===== config.mk =====
export PLATFORM = sky130hd
export DESIGN_NAME = pipe_hazard_ctrl
export DESIGN_NICKNAME = d
export VERILOG_FILES = /design/src/rtl/pipe_hazard_ctrl.sv
export SDC_FILE = /design/constraint.sdc
export NUM_CORES = 1
export LEC_CHECK = 0
export ABC_AREA = 1
export CAP_MARGIN = 25
export CORE_MARGIN = 3
export CORE_UTILIZATION = 54
export CTS_BUF_LIST = sky130_fd_sc_hd__clkbuf_8
export CTS_CLUSTER_SIZE = 14
export DETAILED_ROUTE_END_ITERATION = 8
export PLACE_DENSITY = 0.92
export SLEW_MARGIN = 15
export SYNTH_ARGS = -nofsm -noshare
export SYNTH_HDL_FRONTEND = slang
export SYNTH_SLANG_ARGS = --single-unit

===== constraint.sdc =====
create_clock -name clk -period 4.9 [get_ports clk]
set_input_delay 0.98 -clock clk [delete_from_list [all_inputs] [get_ports clk]]
set_output_delay 0.98 -clock clk [all_outputs]
set_load 0.03 [all_outputs]

===== src/rtl/pipe_hazard_ctrl.sv =====
// Hazard/stall/flush controller for a 5-stage RV32I pipeline, sitting beside ID.
// Tracks in-flight destinations and produces the registered EX forwarding selects.
module pipe_hazard_ctrl #(
    parameter bit FWD_EN = 1'b1,
    parameter int CNT_W  = 16
) (
    input  logic             clk,
    input  logic             rst_n,
    input  logic             id_valid,
    input  logic [6:0]       id_opcode,
    input  logic [4:0]       id_rs1,
    input  logic [4:0]       id_rs2,
    input  logic [4:0]       id_rd,
    input  logic             ex_redirect,
    input  logic             mem_busy,
    output logic             pc_en,
    output logic             if_id_en,
    output logic             if_id_flush,
    output logic             id_ex_bubble,
    output logic [1:0]       ex_fwd_a,
    output logic [1:0]       ex_fwd_b,
    output logic [CNT_W-1:0] stall_cycles
);

    localparam logic [6:0] OP_LOAD = 7'b0000011;

    // The WB slot would only ever feed decisions that are already made one
    // cycle earlier from MEM (fwd = 2) or are excluded by write-first regfile,
    // so only EX and MEM destinations are stored.
    logic       ex_v,  mem_v;
    logic [4:0] ex_rd, mem_rd;
    logic       ex_ld;

    logic ex_wr, mem_wr;
    logic rs1_ex, rs2_ex, rs1_mem, rs2_mem;
    logic haz;

    assign ex_wr  = ex_v  && (ex_rd  != 5'd0);
    assign mem_wr = mem_v && (mem_rd != 5'd0);

    assign rs1_ex  = ex_wr  && (id_rs1 != 5'd0) && (ex_rd  == id_rs1);
    assign rs2_ex  = ex_wr  && (id_rs2 != 5'd0) && (ex_rd  == id_rs2);
    assign rs1_mem = mem_wr && (id_rs1 != 5'd0) && (mem_rd == id_rs1);
    assign rs2_mem = mem_wr && (id_rs2 != 5'd0) && (mem_rd == id_rs2);

    always_comb begin
        haz = 1'b0;
        if (FWD_EN)
            haz = id_valid && ex_ld && (rs1_ex || rs2_ex);
        else
            haz = id_valid && (rs1_ex || rs2_ex || rs1_mem || rs2_mem);
    end

    always_comb begin
        pc_en        = 1'b1;
        if_id_en     = 1'b1;
        if_id_flush  = 1'b0;
        id_ex_bubble = 1'b0;
        if (!rst_n) begin
            pc_en        = 1'b0;
            if_id_en     = 1'b0;
            if_id_flush  = 1'b1;
            id_ex_bubble = 1'b1;
        end else if (mem_busy) begin
            pc_en        = 1'b0;
            if_id_en     = 1'b0;
        end else if (ex_redirect) begin
            if_id_flush  = 1'b1;
            id_ex_bubble = 1'b1;
        end else if (haz) begin
            pc_en        = 1'b0;
            if_id_en     = 1'b0;
            id_ex_bubble = 1'b1;
        end
    end

    always_ff @(posedge clk) begin
        if (!rst_n) begin
            ex_v         <= 1'b0;
            ex_rd        <= 5'd0;
            ex_ld        <= 1'b0;
            mem_v        <= 1'b0;
            mem_rd       <= 5'd0;
            ex_fwd_a     <= 2'd0;
            ex_fwd_b     <= 2'd0;
            stall_cycles <= '0;
        end else if (!mem_busy) begin
            mem_v  <= ex_v;
            mem_rd <= ex_rd;
            ex_v   <= id_valid && !id_ex_bubble;
            ex_rd  <= id_rd;
            ex_ld  <= (id_opcode == OP_LOAD);

            // Nearest producer wins: the instruction leaving EX beats the one leaving MEM.
            if (!FWD_EN || id_ex_bubble) begin
                ex_fwd_a <= 2'd0;
                ex_fwd_b <= 2'd0;
            end else begin
                ex_fwd_a <= rs1_ex ? 2'd1 : (rs1_mem ? 2'd2 : 2'd0);
                ex_fwd_b <= rs2_ex ? 2'd1 : (rs2_mem ? 2'd2 : 2'd0);
            end

            if (!ex_redirect && haz && (stall_cycles != {CNT_W{1'b1}}))
                stall_cycles <= stall_cycles + CNT_W'(1);
        end
    end

endmodule


After elaboration in Yosys (flattened, before gate mapping):

Cells that the tools add are included.

* reduce and logical (&&, ||, !) cells: 23
* add/sub/neg operators: 1
* eq/ne operators: 6
* muxes and demuxes: 17
* bitwise operators: 1

Operators with widths (count)
* == test 5 bit: 4
* nonzero test 5 bit: 4
* adder 16 x 1 -> 16 bit (second input constant): 1
* inequality test 16 bit (second input constant): 1
* logical AND 1 bit: 15
* 2-to-1 mux 2 bit: 6
* 2-to-1 mux 1 bit: 11
* == test 7 x 2 -> 1 bit (second input constant): 1
* zero test 1 bit: 2
* AND reduction 2 bit: 1
* logical OR 1 bit: 1
* inverter 1 bit: 1

* output and inout bits: 24
* input port bits: 27
* flip-flop bits (word level): 33
* logic and storage cells: 56

Logic depth before layout (Yosys ltp):

Gate-level depths: netlist of the first run.

* depth after elaboration: 12
* depth in mapped cells: 12
* gate-level depth less buffers: 12

Least setup slack after synthesis of the first run:

Ideal clock, no wire load.

* kind: input to output
* start point: input id_rs1[0]
* end point: output pc_en
* data arrival time: 2193 ps
* stages on the path: 9
* setup slack: 1727 ps
* buffers on the path: 1
* required time: 3920 ps
* path through: or2_1 -> nor2_1 -> nor2_2 -> nand3_2 -> nand2_4 -> nand3_2 -> nand3_1 -> inv_1 -> buf_4

* longest elaborated chain between the ends: 9
* elaborated cells between the ends (all ways): 10
* those cells by class: eq/ne: 1; mux: 4; reduce/logical: 5

RTL lines
* start, declared: line 11 `input logic [4:0] id_rs1,`
* nonzero test 5 bit: line 41 `assign rs1_ex = ex_wr && (id_rs1 != 5'd0) && (ex_rd == id_rs1);`
* logical AND 1 bit: line 41
* logical AND 1 bit *: line 41
* logical OR 1 bit *
* logical AND 1 bit *: line 49 `haz = id_valid && ex_ld && (rs1_ex || rs2_ex);`
* 2-to-1 mux 1 bit * (4 in a row)
* end, declared: line 16 `output logic pc_en,`

Mark *: on every way between the ends. The rest lies on a longest branch, timed or not.

Final worst setup path of the first run:

* start point: input id_rs1[0]
* end point: output if_id_en

* longest elaborated chain between the ends: 9
* elaborated cells between the ends (all ways): 10
* those cells by class: eq/ne: 1; mux: 4; reduce/logical: 5

RTL lines
* nonzero test 5 bit: line 41
* logical AND 1 bit: line 41
* logical AND 1 bit *: line 41
* logical OR 1 bit *
* logical AND 1 bit *: line 49
* 2-to-1 mux 1 bit *: line 70 `end else if (haz) begin`
* 2-to-1 mux 1 bit *: line 67 `end else if (ex_redirect) begin`
* 2-to-1 mux 1 bit *: line 64 `end else if (mem_busy) begin`
* 2-to-1 mux 1 bit *: line 59 `if (!rst_n) begin`
* end, declared: line 17 `output logic if_id_en,`

Marked as above.

==> flow_summary.yaml, run 1 <==
routing:
  wl_mm: 4.75
  dr_wl_met2_mm: 2.19
  antenna_left: 0
  drc_errors: 0
  dr_total_vias: 2021
  drtIter0Drc: 189
  routed.top_layer: "met4"
  wl_met3_um: 333
  first_pass_iters: 4
  wire_per_inst_um: 12.1
  viasPerCell: 5.14
  met1_length_mm: 2.14
cells_and_area:
  final_cell_mix: "64 x nand2_1, 53 x nor2_1, 50 x clkdlybuf4s50_1"
  layout.nets: 374
  num_antenna_cells: 0
  synthToLayoutAreaGrowth_pct: 31.8
  final_common_cell: "nand2_1"
  drive_above_1_share_pct: 9.22
  fill_cells: 250
worst_setup_path:
  crit_path_start: "id_rs1[0]"
  critical_path_class: "input port to output port"
  r2r-start: "stall_cycles[0]"
  path_max_fanout: 4
  crit_arrival_ps: 3080
  worst-path-buf-inv: 3
  cp_slowest_cell: "clkdlybuf4s50_1"
  crit_chain: "clkdlybuf4s50_1, or2_1, nor2_1, nor2_2, nand3_2, nand2_4, nand3_2, nand3_1, inv_1, clkdlybuf4s50_1"
  critical_path.max_stage_delay_ps: 690
  reg2reg_slack_ps: 3040
  critical_path.endpoint: "if_id_en"
  path_depth: 10
  end_kind: "output port"
  crit_family: "buffers and inverters"
  worstSetupStartpointType: "input port"
  r2r_end: "stall_cycles[15]"
  cp.required_ps: 3920
  rr_worst_depth: 11
timing:
  finalSetupTns_ps: 0
  fin_worst_skew_ps: 2.96
  fin_ws_ps: 842
  tightest_slew_ps: 469
  hold_violations: 0
  setup_viol: 0
  finalCritPeriodShare_pct: 82.8
  maxSlewViolCount: 0
  relSlewSlack_pct: 68.8
  max_freq_mhz: 246
  rsz0062_at_grt: "no"
  period_needed_ps: 4060
grt:
  grt_first_pass_wirelength_mm: 8.17
  grt_max_degree: 30
  antenna_found_initial: 0
  overflow: 0
  grt_pass1_vias: 1897
  grt_use_total_pct: 24.2
clocking:
  cts_tree: "built"
  cts_setup_buffers: 0
  cts.clk_slew.worst_paths_ps: 60
  cts_resized: 0
  ctsHoldBuffers: 0
  clk_latency_ps: 290
  clock_path_buffers: 2
  clockRootBuffer: "clkbuf_8"
  numCtsBuffers: 5
  clock_sinks: 33
  h-tree-depth: 2
placed_design:
  io_buffers: 50
  finalWeightedCongestion: 0.959
  dp_slack_ps: 844
  hpwlAfterDp_mm: 3.43
flow_run:
  maxCapViolCount: 0
yosys:
  synthCells: 294
  netlist.area_leader.share_pct: 33.8
  synthesis.area_um2: 1950
  synth_top_family_by_area: "simple AND/OR/NAND/NOR gates"
  yosys.area.top_type: "dfxtp_1"
  synthMuxAreaShare_pct: 0
  synth-compound-area-share_pct: 12.9
  syn_nets: 322
  ys_types: 33
  ys.warnings.count: 0
  yosys.area_share.simple_pct: 38.5
  syn_avg_cell_area_um2: 6.65
  synth_seq_area_share_pct: 33.8
  ys_seq_elements: 33
  synthTopCellsByArea: "dfxtp_1 34%, nand2_1 12%, nor2_1 10%"
  synthXorXnorAreaFrac_pct: 5.38
  synth_fa_ha_area_share_pct: 0.640
floorplan:
  row_count: 21
  initial_core_util_pct: 57.2
  ioPinCount: 51
  fp.dieW_um: 66.2
  core_area_um2: 3420
  chipHeight_um: 66.2
  die-area_um2: 4380
power_and_ir_drop:
  p_leak_nw: 1.04
  power_density_nw_per_um2: 220
  peakVddDrop_v: 0.000175
status:
  status: "finished clean"
hold_path:
  hold_path_class: "flip-flop to flip-flop"
worst min-delay path by stage:
stage / startpoint / endpoint / slack (ps) / cells after the start
after detailed placement: ex_fwd_b[0] / ex_fwd_b[0] / 460 / 2
final: ex_fwd_a[1] / ex_fwd_a[1] / 470 / 2
after CTS: ex_fwd_a[1] / ex_fwd_a[1] / 470 / 2
after global routing: ex_fwd_a[1] / ex_fwd_a[1] / 500 / 2
after floorplan: mem_v / mem_v / 450 / 2
after global placement: ex_fwd_a[1] / ex_fwd_a[1] / 450 / 2
layer usage:
layer | global-route usage (%) | vias to the layer above
met5 | 0 | -
li1 | - | 1044
met4 | 11.4 | 0
met1 | 30.3 | 893
met3 | 6.12 | 9
met2 | 38.4 | 75
sequential cells by signal, indices dropped and copies added (netlist names):
| register | flops |
|---|---|
| ex_rd | 5 |
| mem_v | 1 |
| stall_cycles | 16 |
| mem_rd | 5 |
| ex_fwd_b | 2 |
| ex_v | 1 |
| ex_ld | 1 |
| ex_fwd_a | 2 |
worst reg2reg max path, delay by kind of cell, from the launching register on:
family,cells,cell delay [ps]
fa+ha+maj,1,210
flops,1,390
simple gates,10,1200
metrics by stage:
step                instances  instance area, um^2  total power, mW  hold slack [ps]  util (%)
floorplan                 294                 1950            0.336              448         -
global placement          385                 2490            0.374              454      73.0
detailed placement        385                 2490            0.375              458      73.0
CTS                       393                 2570            0.572              474      75.4
global route              393                 2570            0.591              503      75.4
finish                    393                 2570            0.567              471      75.4
Yosys cell counts:
master and count:
nor3b_2 1, ha_1 1, o21bai_1 2, clkbuf_1 5
nor3b_1 1, nor2_8 1, inv_2 4, nor4_1 2
dfxtp_1 33, nand2_2 1, nand3b_1 1, o21ai_1 2
clkinv_1 2, or2_1 2, nor2_2 5, xnor2_1 4
xor2_1 8, buf_2 1, a21oi_1 21, nand2_4 1
nand3_2 4, buf_4 1, nand3_1 14, o21ai_0 14
nor3_1 6, nand2_1 64, nand4_1 5, inv_1 28
nand4_4 1, buf_6 1, o211ai_1 1, o21bai_2 4
nor2_1 53
power breakdown:
group,total (mW),internal (mW),switching [mW]
Combinational,0.0866,0.0420,0.0446
Clock,0.197,0.0962,0.101
Sequential,0.283,0.275,0.00837
cell families (layout without fill, tap and decap cells):
logic type / count (synthesis) / after routing
and+or+nand+nor: 162 / 162
buffers and inverters: 42 / 95
adders and majority gates: 1 / 1
xor gates and xnor gates: 12 / 12
AOI/OAI and AO/OA: 44 / 44
DFF: 33 / 33
area by class of cell:
class	instances	area (um^2)	share of cell area (%)
clock buffers	5	68.8	2.67
inverters	34	128	4.96
flip-flops and latches	33	661	25.7
repair buffers	53	523	20.3
multi-input cells	219	1120	43.6
well taps	46	57.6	2.24
clock inverters	3	13.8	0.534
Note: power is estimated with default switching activity, not from simulation.
==> inputs of run 2 (changes only) <==
--- a/config.mk
+++ b/config.mk
@@ -8,11 +8,11 @@
 export ABC_AREA = 1
 export CAP_MARGIN = 25
 export CORE_MARGIN = 3
-export CORE_UTILIZATION = 54
+export CORE_UTILIZATION = 50
 export CTS_BUF_LIST = sky130_fd_sc_hd__clkbuf_8
 export CTS_CLUSTER_SIZE = 14
 export DETAILED_ROUTE_END_ITERATION = 8
-export PLACE_DENSITY = 0.92
+export PLACE_DENSITY = 0.87
 export SLEW_MARGIN = 15
 export SYNTH_ARGS = -nofsm -noshare
 export SYNTH_HDL_FRONTEND = slang
==> constraint.sdc (replaced) <==
create_clock -name clk -period 4.1 [get_ports clk]
set_input_delay 0.82 -clock clk [delete_from_list [all_inputs] [get_ports clk]]
set_output_delay 0.82 -clock clk [all_outputs]
set_load 0.03 [all_outputs]
==> flow_summary.yaml, run 2 (synthesis results as in run 1) <==
status:
  status: "finished clean"
cells_and_area:
  num_antenna_cells: 0
  final_cell_area_um2: 2580
  max_flop_register: "stall_cycles"
  largest_reg_flops: 16
  final_cell_mix: "64 x nand2_1, 53 x nor2_1, 50 x clkdlybuf4s50_1"
  synthToLayoutAreaGrowth_pct: 32.1
  final_core_util_pct: 69.5
  layout.nets: 374
  final_common_cell: "nand2_1"
  drive_above_1_share_pct: 8.96
  layout.cells.non_filler: 394
  largest_registers: "stall_cycles (16), ex_rd (5), mem_rd (5)"
grt:
  grt_pass1_vias: 1859
  grt_use_total_pct: 22.5
  overflow: 0
  antenna_found_initial: 0
  grt_max_degree: 30
  grt_first_pass_wirelength_mm: 7.94
floorplan:
  die-area_um2: 4690
  chipHeight_um: 68.5
  ioPinCount: 51
  row_count: 22
  core_area_um2: 3720
  fp.dieW_um: 68.5
  initial_core_util_pct: 52.6
worst_setup_path:
  cp.required_ps: 3280
  end_kind: "output port"
  crit_arrival_ps: 2950
  critical_path_class: "input port to output port"
  path_max_fanout: 4
  worstSetupStartpointType: "input port"
clocking:
  clock_sinks: 33
  clk_latency_ps: 280
  h-tree-depth: 2
  cts_tree: "built"
  cts_resized: 0
  cts.clk_slew.worst_paths_ps: 60
  ctsHoldBuffers: 0
  cts_setup_buffers: 0
  numCtsBuffers: 5
  clockRootBuffer: "clkbuf_8"
  clock_path_buffers: 2
routing:
  viasPerCell: 5.04
  antenna_left: 0
  first_pass_iters: 4
  wire_per_inst_um: 12.3
  drtIter0Drc: 150
  drc_errors: 0
  dr_total_vias: 1985
  wl_mm: 4.83
timing:
  maxSlewViolCount: 0
  hold_violations: 0
  fin_ws_ps: 333
  setup_viol: 0
  max_freq_mhz: 265
  finalCritPeriodShare_pct: 91.9
  whs_ps: 469
  rsz0062_at_grt: "no"
  tightest_slew_ps: 519
  fin_worst_skew_ps: 3.19
  period_needed_ps: 3770
  relSlewSlack_pct: 65.4
  finalSetupTns_ps: 0
power_and_ir_drop:
  power_density_nw_per_um2: 267
  p_leak_nw: 1.04
  finalPower_mw: 0.688
  peakVddDrop_v: 0.000235
placed_design:
  place_inst: 387
  placement.cell_area_um2: 2490
  finalWeightedCongestion: 0.884
  io_buffers: 50
  hpwlAfterDp_mm: 3.59
  dp_slack_ps: 339
flow_run:
  maxCapViolCount: 0
hold_path:
  hold_path_class: "flip-flop to flip-flop"
run 2: cell types whose count changed in the layout (fill, tap and decap cells not counted):
cell,previous run,this run
clkbuf_8,5,6
clkinv_2,2,0
run 2: area by class of cell:
class | instances | area [um^2]
fillers | 307 | 1130
multi-input cells | 219 | 1120
flip-flops and latches | 33 | 661
repair buffers | 53 | 523
inverters | 34 | 128
clock buffers | 6 | 82.6
well taps | 48 | 60.1
clock inverters | 1 | 3.75
run 2: path summary, 6_finish.rpt:
check	slack, ps	endpoint	startpoint	cells past startpoint
hold reg to reg	470	ex_fwd_a[1]	ex_fwd_a[1]	2
setup / recovery	330	pc_en	id_rs1[0]	10
setup reg to reg	2250	stall_cycles[13]	stall_cycles[0]	11
hold / removal	470	ex_fwd_a[1]	ex_fwd_a[1]	2
run 2: power by group:
group / switching [mW] / internal (mW) / leakage [nW]
Combinational: 0.0542 / 0.0502 / 0.727
Clock: 0.115 / 0.131 / 0.0485
Sequential: 0.00946 / 0.329 / 0.269
Total: 0.179 / 0.509 / 1.04
run 2: worst max-delay path, stage by stage:
cell and delay, ps:
clkdlybuf4s50_1 470, or2_1 250, nor2_1 170, nor2_2 50
nand3_2 100, nand2_4 80, nand3_2 130, nand3_1 80
inv_1 90, clkdlybuf4s50_1 690
run 2: metal layers:
metal / global-route usage, % / wire (um) / vias to the layer above
met5: 0 / 0 / -
met4: 7.94 / 64 / 0
met3: 5.51 / 342 / 7
met2: 37.9 / 2230 / 66
met1: 27.7 / 2200 / 871
li1: - / - / 1041
